===== config.mk =====
export PLATFORM = sky130hd
export DESIGN_NAME = fp_compare_unit
export DESIGN_NICKNAME = d
export VERILOG_FILES = /design/src/rtl/fpu_pkg.sv /design/src/rtl/fp_classify.sv /design/src/rtl/fp_compare_unit.sv
export SDC_FILE = /design/constraint.sdc
export NUM_CORES = 1
export LEC_CHECK = 0
export BUFFER_PORTS_ARGS = -buffer_cell sky130_fd_sc_hd__buf_2
export CAP_MARGIN = 10
export CORE_ASPECT_RATIO = 0.9
export CORE_MARGIN = 2
export CORE_UTILIZATION = 47
export CTS_CLUSTER_DIAMETER = 100
export DETAILED_ROUTE_END_ITERATION = 12
export PLACE_DENSITY = 0.89
export SLEW_MARGIN = 20
export SYNTH_ARGS = -nofsm -noshare
export SYNTH_HDL_FRONTEND = slang
export SYNTH_HIERARCHICAL = 1
export SYNTH_SLANG_ARGS = --single-unit
export TNS_END_PERCENT = 50

===== constraint.sdc =====
create_clock -name clk -period 1.7 [get_ports clk]
set_input_delay 0.255 -clock clk [delete_from_list [all_inputs] [get_ports clk]]
set_output_delay 0.255 -clock clk [all_outputs]
set_load 0.01 [all_outputs]

===== src/rtl/fpu_pkg.sv =====
// Shared FPU definitions: op encodings, FCLASS bit positions, fflags
// layout, per-operand classification record and IEEE-754 field sizes.
package fpu_pkg;

    // Compare/classify operation encodings
    localparam logic [1:0] FP_FEQ    = 2'b00;
    localparam logic [1:0] FP_FLT    = 2'b01;
    localparam logic [1:0] FP_FLE    = 2'b10;
    localparam logic [1:0] FP_FCLASS = 2'b11;

    // FCLASS result mask bit positions
    localparam int CLS_NEG_INF  = 0;
    localparam int CLS_NEG_NORM = 1;
    localparam int CLS_NEG_SUB  = 2;
    localparam int CLS_NEG_ZERO = 3;
    localparam int CLS_POS_ZERO = 4;
    localparam int CLS_POS_SUB  = 5;
    localparam int CLS_POS_NORM = 6;
    localparam int CLS_POS_INF  = 7;
    localparam int CLS_SNAN     = 8;
    localparam int CLS_QNAN     = 9;
    localparam int CLS_W        = 10;

    // Exception flags {NV,DZ,OF,UF,NX}
    localparam int FFLAGS_W  = 5;
    localparam int FFLAG_NV  = 4;

    // Classification of one operand, exactly one of the kind bits is set
    typedef struct packed {
        logic sign;
        logic is_zero;
        logic is_sub;
        logic is_norm;
        logic is_inf;
        logic is_snan;
        logic is_qnan;
    } fp_class_t;

    // Mantissa (fraction) width for a given operand width
    function automatic int fp_man_bits(input int width);
        return (width == 32) ? 23 : 52;
    endfunction

    // Exponent width for a given operand width
    function automatic int fp_exp_bits(input int width);
        return (width == 32) ? 8 : 11;
    endfunction

    // Canonical quiet NaN for a given operand width, zero-extended to 64 bits
    function automatic logic [63:0] fp_canonical_nan(input int width);
        return (width == 32) ? 64'h0000_0000_7FC0_0000 : 64'h7FF8_0000_0000_0000;
    endfunction

endpackage


===== src/rtl/fp_classify.sv =====
// Combinational IEEE-754 operand classifier (single or double width).
module fp_classify
    import fpu_pkg::*;
#(
    parameter int BUS_WIDTH = 64
) (
    input  logic [BUS_WIDTH-1:0] op_in,
    output logic                 is_zero,
    output logic                 is_sub,
    output logic                 is_norm,
    output logic                 is_inf,
    output logic                 is_snan,
    output logic                 is_qnan,
    output logic                 sign
);

    localparam int MW = fp_man_bits(BUS_WIDTH);
    localparam int EW = fp_exp_bits(BUS_WIDTH);

    logic [EW-1:0] exp_s;
    logic [MW-1:0] man_s;
    logic          exp_ones_s;
    logic          exp_zero_s;
    logic          man_zero_s;

    assign exp_s      = op_in[BUS_WIDTH-2 -: EW];
    assign man_s      = op_in[MW-1:0];
    assign exp_ones_s = &exp_s;
    assign exp_zero_s = ~|exp_s;
    assign man_zero_s = ~|man_s;

    // Decode exponent/mantissa into the mutually exclusive operand kinds
    always_comb begin
        sign    = op_in[BUS_WIDTH-1];
        is_zero = exp_zero_s & man_zero_s;
        is_sub  = exp_zero_s & ~man_zero_s;
        is_norm = ~exp_zero_s & ~exp_ones_s;
        is_inf  = exp_ones_s & man_zero_s;
        // Mantissa MSB distinguishes quiet from signalling NaN
        is_snan = exp_ones_s & ~man_zero_s & ~man_s[MW-1];
        is_qnan = exp_ones_s & ~man_zero_s & man_s[MW-1];
    end

endmodule


===== src/rtl/fp_compare_unit.sv =====
// Two-stage pipelined FEQ/FLT/FLE/FCLASS unit with valid/ready handshakes.
// Stage 1 captures operand classes and magnitude relations, stage 2
// captures the integer result and NV flag.
module fp_compare_unit
    import fpu_pkg::*;
#(
    parameter int BUS_WIDTH = 64,
    parameter int XLEN      = 64,
    parameter int TAG_W     = 5
) (
    input  logic                 clk,
    input  logic                 rst_n,
    input  logic                 flush,
    input  logic                 in_valid,
    output logic                 in_ready,
    input  logic [1:0]           in_op,
    input  logic [BUS_WIDTH-1:0] in1,
    input  logic [BUS_WIDTH-1:0] in2,
    input  logic [TAG_W-1:0]     in_tag,
    output logic                 out_valid,
    input  logic                 out_ready,
    output logic [XLEN-1:0]      out_result,
    output logic [TAG_W-1:0]     out_tag,
    output logic [FFLAGS_W-1:0]  out_fflags
);

    localparam int MAG_W = BUS_WIDTH - 1;

    // Operand classification
    logic a_zero_s, a_sub_s, a_norm_s, a_inf_s, a_snan_s, a_qnan_s, a_sign_s;
    logic b_zero_s, b_sub_s, b_norm_s, b_inf_s, b_snan_s, b_qnan_s, b_sign_s;
    logic b_unused_s;
    fp_class_t cls_a_s;
    fp_class_t cls_b_s;
    logic mag_eq_s;
    logic mag_lt_s;

    // Pipeline control
    logic s1_en_s;
    logic s2_en_s;

    // Stage 1 registers
    logic             s1_valid_q, s1_valid_d;
    logic [1:0]       s1_op_q,    s1_op_d;
    logic [TAG_W-1:0] s1_tag_q,   s1_tag_d;
    fp_class_t        s1_cls_a_q, s1_cls_a_d;
    fp_class_t        s1_cls_b_q, s1_cls_b_d;
    logic             s1_mag_eq_q, s1_mag_eq_d;
    logic             s1_mag_lt_q, s1_mag_lt_d;

    // Stage 2 registers (drive the outputs directly)
    logic                s2_valid_q,  s2_valid_d;
    logic [XLEN-1:0]     s2_result_q, s2_result_d;
    logic [TAG_W-1:0]    s2_tag_q,    s2_tag_d;
    logic [FFLAGS_W-1:0] s2_fflags_q, s2_fflags_d;

    // Stage 2 compute results
    logic             any_nan_s;
    logic             any_snan_s;
    logic             both_zero_s;
    logic             eq_s;
    logic             lt_s;
    logic [CLS_W-1:0] mask_s;
    logic [XLEN-1:0]  result_s;
    logic             nv_s;

    fp_classify #(.BUS_WIDTH(BUS_WIDTH)) u_cls_a (
        .op_in   (in1),
        .is_zero (a_zero_s),
        .is_sub  (a_sub_s),
        .is_norm (a_norm_s),
        .is_inf  (a_inf_s),
        .is_snan (a_snan_s),
        .is_qnan (a_qnan_s),
        .sign    (a_sign_s)
    );

    fp_classify #(.BUS_WIDTH(BUS_WIDTH)) u_cls_b (
        .op_in   (in2),
        .is_zero (b_zero_s),
        .is_sub  (b_sub_s),
        .is_norm (b_norm_s),
        .is_inf  (b_inf_s),
        .is_snan (b_snan_s),
        .is_qnan (b_qnan_s),
        .sign    (b_sign_s)
    );

    assign cls_a_s = {a_sign_s, a_zero_s, a_sub_s, a_norm_s, a_inf_s, a_snan_s, a_qnan_s};
    assign cls_b_s = {b_sign_s, b_zero_s, b_sub_s, b_norm_s, b_inf_s, b_snan_s, b_qnan_s};
    // Operand 2 is only ever compared, its finer kind bits are redundant
    assign b_unused_s = ^{cls_b_s.is_sub, cls_b_s.is_norm, cls_b_s.is_inf};

    // Magnitude (sign stripped) relations; valid ordering for non-NaN values
    assign mag_eq_s = (in1[MAG_W-1:0] == in2[MAG_W-1:0]);
    assign mag_lt_s = (in1[MAG_W-1:0] <  in2[MAG_W-1:0]);

    // A stage advances when its successor is empty or draining
    assign s2_en_s  = ~s2_valid_q | out_ready;
    assign s1_en_s  = ~s1_valid_q | s2_en_s;
    assign in_ready = s1_en_s;

    // Stage 1 next state: capture on handshake, flush kills valid
    always_comb begin
        s1_valid_d  = s1_valid_q;
        s1_op_d     = s1_op_q;
        s1_tag_d    = s1_tag_q;
        s1_cls_a_d  = s1_cls_a_q;
        s1_cls_b_d  = s1_cls_b_q;
        s1_mag_eq_d = s1_mag_eq_q;
        s1_mag_lt_d = s1_mag_lt_q;
        if (s1_en_s && in_valid) begin
            s1_op_d     = in_op;
            s1_tag_d    = in_tag;
            s1_cls_a_d  = cls_a_s;
            s1_cls_b_d  = cls_b_s;
            s1_mag_eq_d = mag_eq_s;
            s1_mag_lt_d = mag_lt_s;
        end else begin
            s1_op_d     = s1_op_q;
        end
        if (flush) begin
            s1_valid_d = 1'b0;
        end else if (s1_en_s) begin
            s1_valid_d = in_valid;
        end else begin
            s1_valid_d = s1_valid_q;
        end
    end

    // Stage 2 compute: compare result, class mask and invalid flag
    always_comb begin
        any_nan_s   = s1_cls_a_q.is_snan | s1_cls_a_q.is_qnan |
                      s1_cls_b_q.is_snan | s1_cls_b_q.is_qnan;
        any_snan_s  = s1_cls_a_q.is_snan | s1_cls_b_q.is_snan;
        both_zero_s = s1_cls_a_q.is_zero & s1_cls_b_q.is_zero;
        eq_s        = ~any_nan_s &
                      (both_zero_s | ((s1_cls_a_q.sign == s1_cls_b_q.sign) & s1_mag_eq_q));
        lt_s        = 1'b0;
        mask_s      = {CLS_W{1'b0}};
        result_s    = {XLEN{1'b0}};
        nv_s        = 1'b0;

        // Sign-magnitude less-than; +0/-0 are equal
        if (any_nan_s || both_zero_s) begin
            lt_s = 1'b0;
        end else if (s1_cls_a_q.sign != s1_cls_b_q.sign) begin
            lt_s = s1_cls_a_q.sign;
        end else if (!s1_cls_a_q.sign) begin
            lt_s = s1_mag_lt_q;
        end else begin
            lt_s = ~s1_mag_lt_q & ~s1_mag_eq_q;
        end

        mask_s[CLS_NEG_INF]  = s1_cls_a_q.sign  & s1_cls_a_q.is_inf;
        mask_s[CLS_NEG_NORM] = s1_cls_a_q.sign  & s1_cls_a_q.is_norm;
        mask_s[CLS_NEG_SUB]  = s1_cls_a_q.sign  & s1_cls_a_q.is_sub;
        mask_s[CLS_NEG_ZERO] = s1_cls_a_q.sign  & s1_cls_a_q.is_zero;
        mask_s[CLS_POS_ZERO] = ~s1_cls_a_q.sign & s1_cls_a_q.is_zero;
        mask_s[CLS_POS_SUB]  = ~s1_cls_a_q.sign & s1_cls_a_q.is_sub;
        mask_s[CLS_POS_NORM] = ~s1_cls_a_q.sign & s1_cls_a_q.is_norm;
        mask_s[CLS_POS_INF]  = ~s1_cls_a_q.sign & s1_cls_a_q.is_inf;
        mask_s[CLS_SNAN]     = s1_cls_a_q.is_snan;
        mask_s[CLS_QNAN]     = s1_cls_a_q.is_qnan;

        case (s1_op_q)
            FP_FEQ: begin
                result_s = {{(XLEN-1){1'b0}}, eq_s};
                nv_s     = any_snan_s;
            end
            FP_FLT: begin
                result_s = {{(XLEN-1){1'b0}}, lt_s};
                nv_s     = any_nan_s;
            end
            FP_FLE: begin
                result_s = {{(XLEN-1){1'b0}}, lt_s | eq_s};
                nv_s     = any_nan_s;
            end
            FP_FCLASS: begin
                result_s = {{(XLEN-CLS_W){1'b0}}, mask_s};
                nv_s     = 1'b0;
            end
            default: begin
                result_s = {XLEN{1'b0}};
                nv_s     = 1'b0;
            end
        endcase
    end

    // Stage 2 next state: load from stage 1 when advancing, flush kills valid
    always_comb begin
        s2_valid_d  = s2_valid_q;
        s2_result_d = s2_result_q;
        s2_tag_d    = s2_tag_q;
        s2_fflags_d = s2_fflags_q;
        if (s2_en_s && s1_valid_q) begin
            s2_result_d           = result_s;
            s2_tag_d              = s1_tag_q;
            s2_fflags_d           = {FFLAGS_W{1'b0}};
            s2_fflags_d[FFLAG_NV] = nv_s;
        end else begin
            s2_result_d = s2_result_q;
        end
        if (flush) begin
            s2_valid_d = 1'b0;
        end else if (s2_en_s) begin
            s2_valid_d = s1_valid_q;
        end else begin
            s2_valid_d = s2_valid_q;
        end
    end

    // Pipeline state registers, cleared by asynchronous reset
    always_ff @(posedge clk or negedge rst_n) begin
        if (!rst_n) begin
            s1_valid_q  <= 1'b0;
            s1_op_q     <= 2'b00;
            s1_tag_q    <= {TAG_W{1'b0}};
            s1_cls_a_q  <= '0;
            s1_cls_b_q  <= '0;
            s1_mag_eq_q <= 1'b0;
            s1_mag_lt_q <= 1'b0;
            s2_valid_q  <= 1'b0;
            s2_result_q <= {XLEN{1'b0}};
            s2_tag_q    <= {TAG_W{1'b0}};
            s2_fflags_q <= {FFLAGS_W{1'b0}};
        end else begin
            s1_valid_q  <= s1_valid_d;
            s1_op_q     <= s1_op_d;
            s1_tag_q    <= s1_tag_d;
            s1_cls_a_q  <= s1_cls_a_d;
            s1_cls_b_q  <= s1_cls_b_d;
            s1_mag_eq_q <= s1_mag_eq_d;
            s1_mag_lt_q <= s1_mag_lt_d;
            s2_valid_q  <= s2_valid_d;
            s2_result_q <= s2_result_d;
            s2_tag_q    <= s2_tag_d;
            s2_fflags_q <= s2_fflags_d;
        end
    end

    assign out_valid  = s2_valid_q;
    assign out_result = s2_result_q;
    assign out_tag    = s2_tag_q;
    assign out_fflags = s2_fflags_q;

endmodule

==> impl_metrics.yaml, run 1 <==
finish:
  final_std_cells_w_o_fill: 806
  drive_gt1_share_pct: 39.3
  area_growth_syn_to_layout_pct: 33.5
  multi_input_comb_area_um2: 2690
  diodes: 0
  fin_area_um2: 5430
  layout.area.seq_um2: 951
  final_nets: 894
  finish.utilization_pct: 63.9
  n_fill_cell: 701
global_routing:
  globalRoute.busiestLayer: "met2"
  antenna_found_initial: 0
  grt.met1_usage_pct: 27.1
  overflow: 0
  grt_use_met2_pct: 45.0
  gr-usage-all-layers_pct: 23.8
  grt_pass1_wl_mm: 18.3
  grt_start_max_net_pins: 39
  met3_demand_to_capacity_share_in_global_routing_pct: 4.42
  first_global_vias: 4227
clock_network:
  clock_latency_ps: 290
  cts.clk_slew.worst_paths_ps: 70
  cts_max_level: 2
  holdBufCountCts: 0
  cts_root_buf: "sky130_fd_sc_hd__clkbuf_8"
  cts_sinks: 38
  cts_buffers: 5
  post_cts.repair.setup_buffers: 0
  tritoncts: "yes"
  cts-root-to-sink-buffers: 2
setup_path:
  launching_element_type_of_the_critical_path: "input pin"
  cp_data_arrival_time_ps: 1830
  worstSetupPathType: "input pin to register"
  crit_slowest_cell: "sky130_fd_sc_hd__nor4_1"
  path_delay_family: "simple AND/OR/NAND/NOR gates"
  worst_path_largest_cell_delay_ps: 410
  setup.worst_path.end_class: "register"
  worst-endpoint-required_ps: 1880
  worst-path-buf-inv: 3
  critPathMostFrequentCell: "sky130_fd_sc_hd__buf_4"
  critPathMaxFanout: 4
  timing.critical_path.cells: "buf_2 > nor4_1 > buf_4 > nand4_1 > nor4_2 > buf_4 > nor3b_1 > mux2_2"
floorplanning:
  chipWidth_um: 102
  design.portCount: 216
  floorplan.initialDensity_pct: 47.9
  die-area_um2: 9410
  die_height_um: 92.2
  fp.coreArea_um2: 8490
  fp-row-count: 32
drt:
  drt-wirelength-per-cell_um: 14.0
  detail_route.iter0.violations: 110
  post-route-drc-count: 0
  antenna_violating_nets_post_route: 0
  via_per_inst: 5.02
  drt_pre_antenna_iters: 4
  vias: 4044
  wirelength_mm: 11.3
worst_hold_path:
  timing.hold.worst.class: "input pin to async pin"
power_and_ir_drop:
  power.share.sequential_pct: 34.0
  power_per_cell_area_nw_per_um2: 547
  p_sw_share_pct: 30.1
  total_leakage_power_uw: 0.00295
  power_frac_comb_pct: 34.5
  vdd_ir_drop_max_mv: 0.281
  internal_power_uw: 2080
  power.share.clock_pct: 31.6
  netSwitchingPower_uw: 892
logic_synthesis:
  synthesis.area_um2: 4060
  synth_area_per_inst_um2: 8.67
  synthesis.yosys.warnings: 6
  post_synth_inst_count: 469
placement:
  routability_congestion: 0.971
  hpwl_reported_at_the_end_of_detailed_placement_mm: 9.97
  placed_cell_area_um2: 5210
  place.detailed.instances: 798
  io_buffer_count: 157
  dpl_worst_slack_ps: -372
timing:
  maxClockFrequency_mhz: 604
  timing_max_transition_violations_final: 0
  timing.final.crit_period_ps: 1660
  timing.final.hold_violations: 0
  fin_ws_ps: 43.6
  report.final.setup_viol: 0
  finClkSkew_ps: 7.05
  period_share_pct: 97.4
outcome:
  result_of_the_run: "finished, final reports clean"
run:
  max_cap_viols: 0
## placed cells by master (no fill, tap or decap), types with 5 or more instances in the layout
| master | n |
|---|---|
| sky130_fd_sc_hd__nor4_2 | 12 |
| sky130_fd_sc_hd__mux2_1 | 5 |
| sky130_fd_sc_hd__nand2_1 | 29 |
| sky130_fd_sc_hd__nor4_1 | 22 |
| sky130_fd_sc_hd__inv_1 | 66 |
| sky130_fd_sc_hd__buf_4 | 59 |
| sky130_fd_sc_hd__nor2b_1 | 6 |
| sky130_fd_sc_hd__nand3_1 | 12 |
| sky130_fd_sc_hd__ha_1 | 66 |
| sky130_fd_sc_hd__o21ai_0 | 15 |
| sky130_fd_sc_hd__a22o_1 | 7 |
| sky130_fd_sc_hd__clkbuf_8 | 6 |
| sky130_fd_sc_hd__dfrtp_1 | 38 |
| sky130_fd_sc_hd__a21oi_1 | 26 |
| sky130_fd_sc_hd__mux2_2 | 18 |
| sky130_fd_sc_hd__nand4_1 | 18 |
| sky130_fd_sc_hd__buf_2 | 157 |
| sky130_fd_sc_hd__conb_1 | 58 |
| sky130_fd_sc_hd__nor2_1 | 16 |
## worst paths after layout
check	startpoint	to	slack [ps]	cells after the start
worst max-delay path	in1[8]	mask_s[8]$_DFFE_PN0P_	40	8
worst min-delay path	rst_n	out_result[5]$_DFFE_PN0P_	8	2
worst max register to register	out_valid$_DFFE_PN0P_	out_tag[3]$_DFFE_PN0P_	130	3
worst min register to register	out_result[8]$_DFFE_PN0P_	out_result[8]$_DFFE_PN0P_	490	2
max in group asynchronous	rst_n	out_result[8]$_DFFE_PN0P_	1350	2
min in group clk	flush	out_valid$_DFFE_PN0P_	120	2
## state kept, by name, summed over array words and instances, names as in the netlist
name         flops
out_valid        1
s1_cls_b_q       4
s1_op_q          2
out_result      10
out_tag          5
mask_s           2
s1_mag_lt_q      1
s1_valid_q       1
s1_tag_q         5
s1_cls_a_q       5
s1_mag_eq_q      1
out_fflags       1
## layer usage
| layer | part of all wire [%] | vias to the layer above | wire length [um] |
|---|---|---|---|
| met5 | 0 | - | 0 |
| met4 | 1.8 | 0 | 201 |
| met3 | 6.8 | 26 | 769 |
| met2 | 52 | 181 | 5860 |
| met1 | 40 | 1854 | 4470 |
| li1 | - | 1983 | - |
## power by group through the flow
stage	clock (uW)	sequential, uW	combinational [uW]
floorplan	0	1030	566
global placement	0	1020	935
detailed placement	0	1030	981
CTS	953	1010	989
global route	998	1020	1150
finish	937	1010	1020
## cell type report
class,instances,share of cell area (%)
Clock buffer,6,1.52
Sequential cell,38,17.5
Tap cell,119,2.74
Clock inverter,2,1.11
Inverter,66,4.57
Timing Repair Buffer,217,23.0
Multi-Input combinational cell,358,49.5
## timing repair
item	in CTS	in global routing
endpoints found under the setup margin	1	6
gates resized for setup	1	11
pin swaps	0	6
## stage by stage
step           TNS [ps]  hold slack (ps)  total power, uW
2_1_floorplan         0            -40.6             1600
3_3_place_gp      -1610              312             1950
3_5_place_dp      -1910              327             2010
4_1_cts               0             15.9             2950
5_1_grt           -12.3             40.5             3160
6_report              0             8.30             2970
(Power assumes the default switching activity.)
==> run 2: changes to the inputs <==
--- a/config.mk
+++ b/config.mk
@@ -10,9 +10,10 @@
 export CORE_ASPECT_RATIO = 0.9
 export CORE_MARGIN = 2
 export CORE_UTILIZATION = 47
+export CTS_BUF_LIST = sky130_fd_sc_hd__clkbuf_2
 export CTS_CLUSTER_DIAMETER = 100
 export DETAILED_ROUTE_END_ITERATION = 12
-export PLACE_DENSITY = 0.89
+export PLACE_DENSITY = 0.9
 export SLEW_MARGIN = 20
 export SYNTH_ARGS = -nofsm -noshare
 export SYNTH_HDL_FRONTEND = slang
==> impl_metrics.yaml, run 2 (synthesized netlist as in run 1, its figures left out) <==
global_routing:
  overflow: 0
  grt_start_max_net_pins: 39
  gr-usage-all-layers_pct: 23.5
  first_global_vias: 4185
  antenna_found_initial: 0
  grt_pass1_wl_mm: 18.0
finish:
  layout_common_cells: "sky130_fd_sc_hd__buf_2 (157), sky130_fd_sc_hd__ha_1 (67), sky130_fd_sc_hd__inv_1 (66), sky130_fd_sc_hd__buf_4 (59), sky130_fd_sc_hd__conb_1 (58)"
  largest_register_ffs: 10
  n_fill_cell: 716
  area_growth_syn_to_layout_pct: 29.8
  drive_gt1_share_pct: 38.1
  final_std_cells_w_o_fill: 807
  diodes: 0
  layout_commonest_cell: "sky130_fd_sc_hd__buf_2"
  final_nets: 896
  layout.area.seq_um2: 951
  multi_input_comb_area_um2: 2620
setup_path:
  crit_cells: 3
  ff2ff_path_depth: 5
  launching_element_type_of_the_critical_path: "register"
  setup.worst_path.end_class: "output pin"
  r2r-start: "out_valid$_DFFE_PN0P_"
  cp_data_arrival_time_ps: 1320
  path_delay_family: "flip-flops"
  crit_slowest_cell: "sky130_fd_sc_hd__dfrtp_1"
  worst-path-buf-inv: 1
  worstSetupPathType: "register to output pin"
  cp-endpoint: "in_ready"
  critical_path.reg2reg.endpoint: "s1_cls_a_q[2]$_DFFE_PN0P_"
  worst_reg2reg_setup_slack_ps: 140
  worst-endpoint-required_ps: 1440
  worst_path_largest_cell_delay_ps: 390
  timing.critical_path.cells: "nor2b_1 > nand2_1 > buf_2"
  critPathMaxFanout: 4
  timing_startpoint_of_the_critical_path: "out_valid$_DFFE_PN0P_"
placement:
  io_buffer_count: 157
  place.detailed.instances: 798
  hpwl_reported_at_the_end_of_detailed_placement_mm: 10.0
  routability_congestion: 0.989
power_and_ir_drop:
  power_per_cell_area_nw_per_um2: 452
  total_leakage_power_uw: 0.00291
  vdd_ir_drop_max_mv: 0.285
worst_hold_path:
  timing.hold.worst.class: "input pin to register"
  whs_path_depth: 2
timing:
  report.final.setup_viol: 0
  hold_slack_ps: 76.6
  maxClockFrequency_mhz: 635
  timing.final.hold_violations: 0
  timing_max_transition_violations_final: 0
  timing.final.crit_period_ps: 1580
  finClkSkew_ps: 20.3
  period_share_pct: 92.7
  timing.max_slew.rel_slack_pct: 67.0
  setup_repair_after_global_routing_missed_its_margin: "no"
  timing_worst_slew_pin_value_ps: 492
floorplanning:
  chipWidth_um: 102
  die-area_um2: 9410
  floorplan.initialDensity_pct: 47.9
  design.portCount: 216
  die_height_um: 92.2
  fp-row-count: 32
  fp.coreArea_um2: 8490
drt:
  via_per_inst: 5.08
  vias: 4099
  drt_pre_antenna_iters: 4
  antenna_violating_nets_post_route: 0
  drt-wirelength-per-cell_um: 14.0
  post-route-drc-count: 0
  wirelength_mm: 11.3
  detail_route.iter0.violations: 149
clock_network:
  post_cts.repair.setup_buffers: 0
  cts_max_level: 2
  cts.clk_slew.worst_paths_ps: 190
  cts_root_buf: "sky130_fd_sc_hd__clkbuf_2"
  cts_sinks: 38
  cts_buffers: 5
  clock_latency_ps: 390
  cts-root-to-sink-buffers: 2
  tritoncts: "yes"
run:
  max_cap_viols: 0
outcome:
  result_of_the_run: "finished, final reports clean"
==> run 2: how the worst min path moves through the flow <==
| stage | from | to | slack, ps |
|---|---|---|---|
| 6_report | in_op[1] | s1_op_q[1]$_DFFE_PN0P_ | 80 |
| 5_1_grt | in_op[1] | s1_op_q[1]$_DFFE_PN0P_ | 60 |
| 4_1_cts | in_op[1] | s1_op_q[1]$_DFFE_PN0P_ | 70 |
| 3_5_place_dp | rst_n | out_tag[0]$_DFFE_PN0P_ | 330 |
| 3_3_place_gp | rst_n | s1_tag_q[0]$_DFFE_PN0P_ | 320 |
| 2_1_floorplan | rst_n | mask_s[8]$_DFFE_PN0P_ | -40 |
==> run 2: final cells by class <==
| class | instances | area share, % |
|---|---|---|
| clock buffers | 5 | 0.474 |
| clock inverters | 2 | 0.190 |
| inverters | 66 | 4.70 |
| multi-input cells | 358 | 49.7 |
| flip-flops and latches | 38 | 18.0 |
| well taps | 119 | 2.82 |
| repair buffers | 219 | 24.1 |
==> run 2: power breakdown <==
| part | total, uW | leakage [uW] | internal [uW] | switching, uW |
|---|---|---|---|---|
| sequential | 1010 | 0.000489 | 967 | 41.8 |
| clock | 375 | 0.0000286 | 89.1 | 286 |
| combinational | 1000 | 0.00239 | 474 | 528 |
| total | 2390 | 0.00291 | 1530 | 856 |
==> run 2: through the flow <==
| step | utilization [%] | setup TNS, ps | total power, uW | instance area [um2] | setup WS, ps |
|---|---|---|---|---|---|
| 2_1_floorplan | - | 0 | 1600 | 4280 | 8.13 |
| 4_1_cts | 62.1 | 0 | 2380 | 5270 | 64.9 |
| 5_1_grt | 62.1 | 0 | 2550 | 5280 | 37.0 |
| 6_report | 62.1 | 0 | 2390 | 5280 | 124 |
| 3_5_place_dp | 61.3 | -1180 | 2010 | 5210 | -250 |
| 3_3_place_gp | 61.3 | -1410 | 1950 | 5210 | -247 |
==> run 2: per-layer routing <==
layer / vias to the layer above / GRT usage [%] / wire length, um
met5: - / 0 / 0
met4: 0 / 6.44 / 222
met1: 1915 / 26.9 / 4540
met2: 170 / 44.2 / 5850
met3: 27 / 3.81 / 710
li1: 1987 / - / -
==> run 2: timing repair <==
action,in CTS,in global routing
setup endpoints to repair,2,6
resized for setup,1,2
endpoints found under the hold margin,40,0
hold buffers,2,0
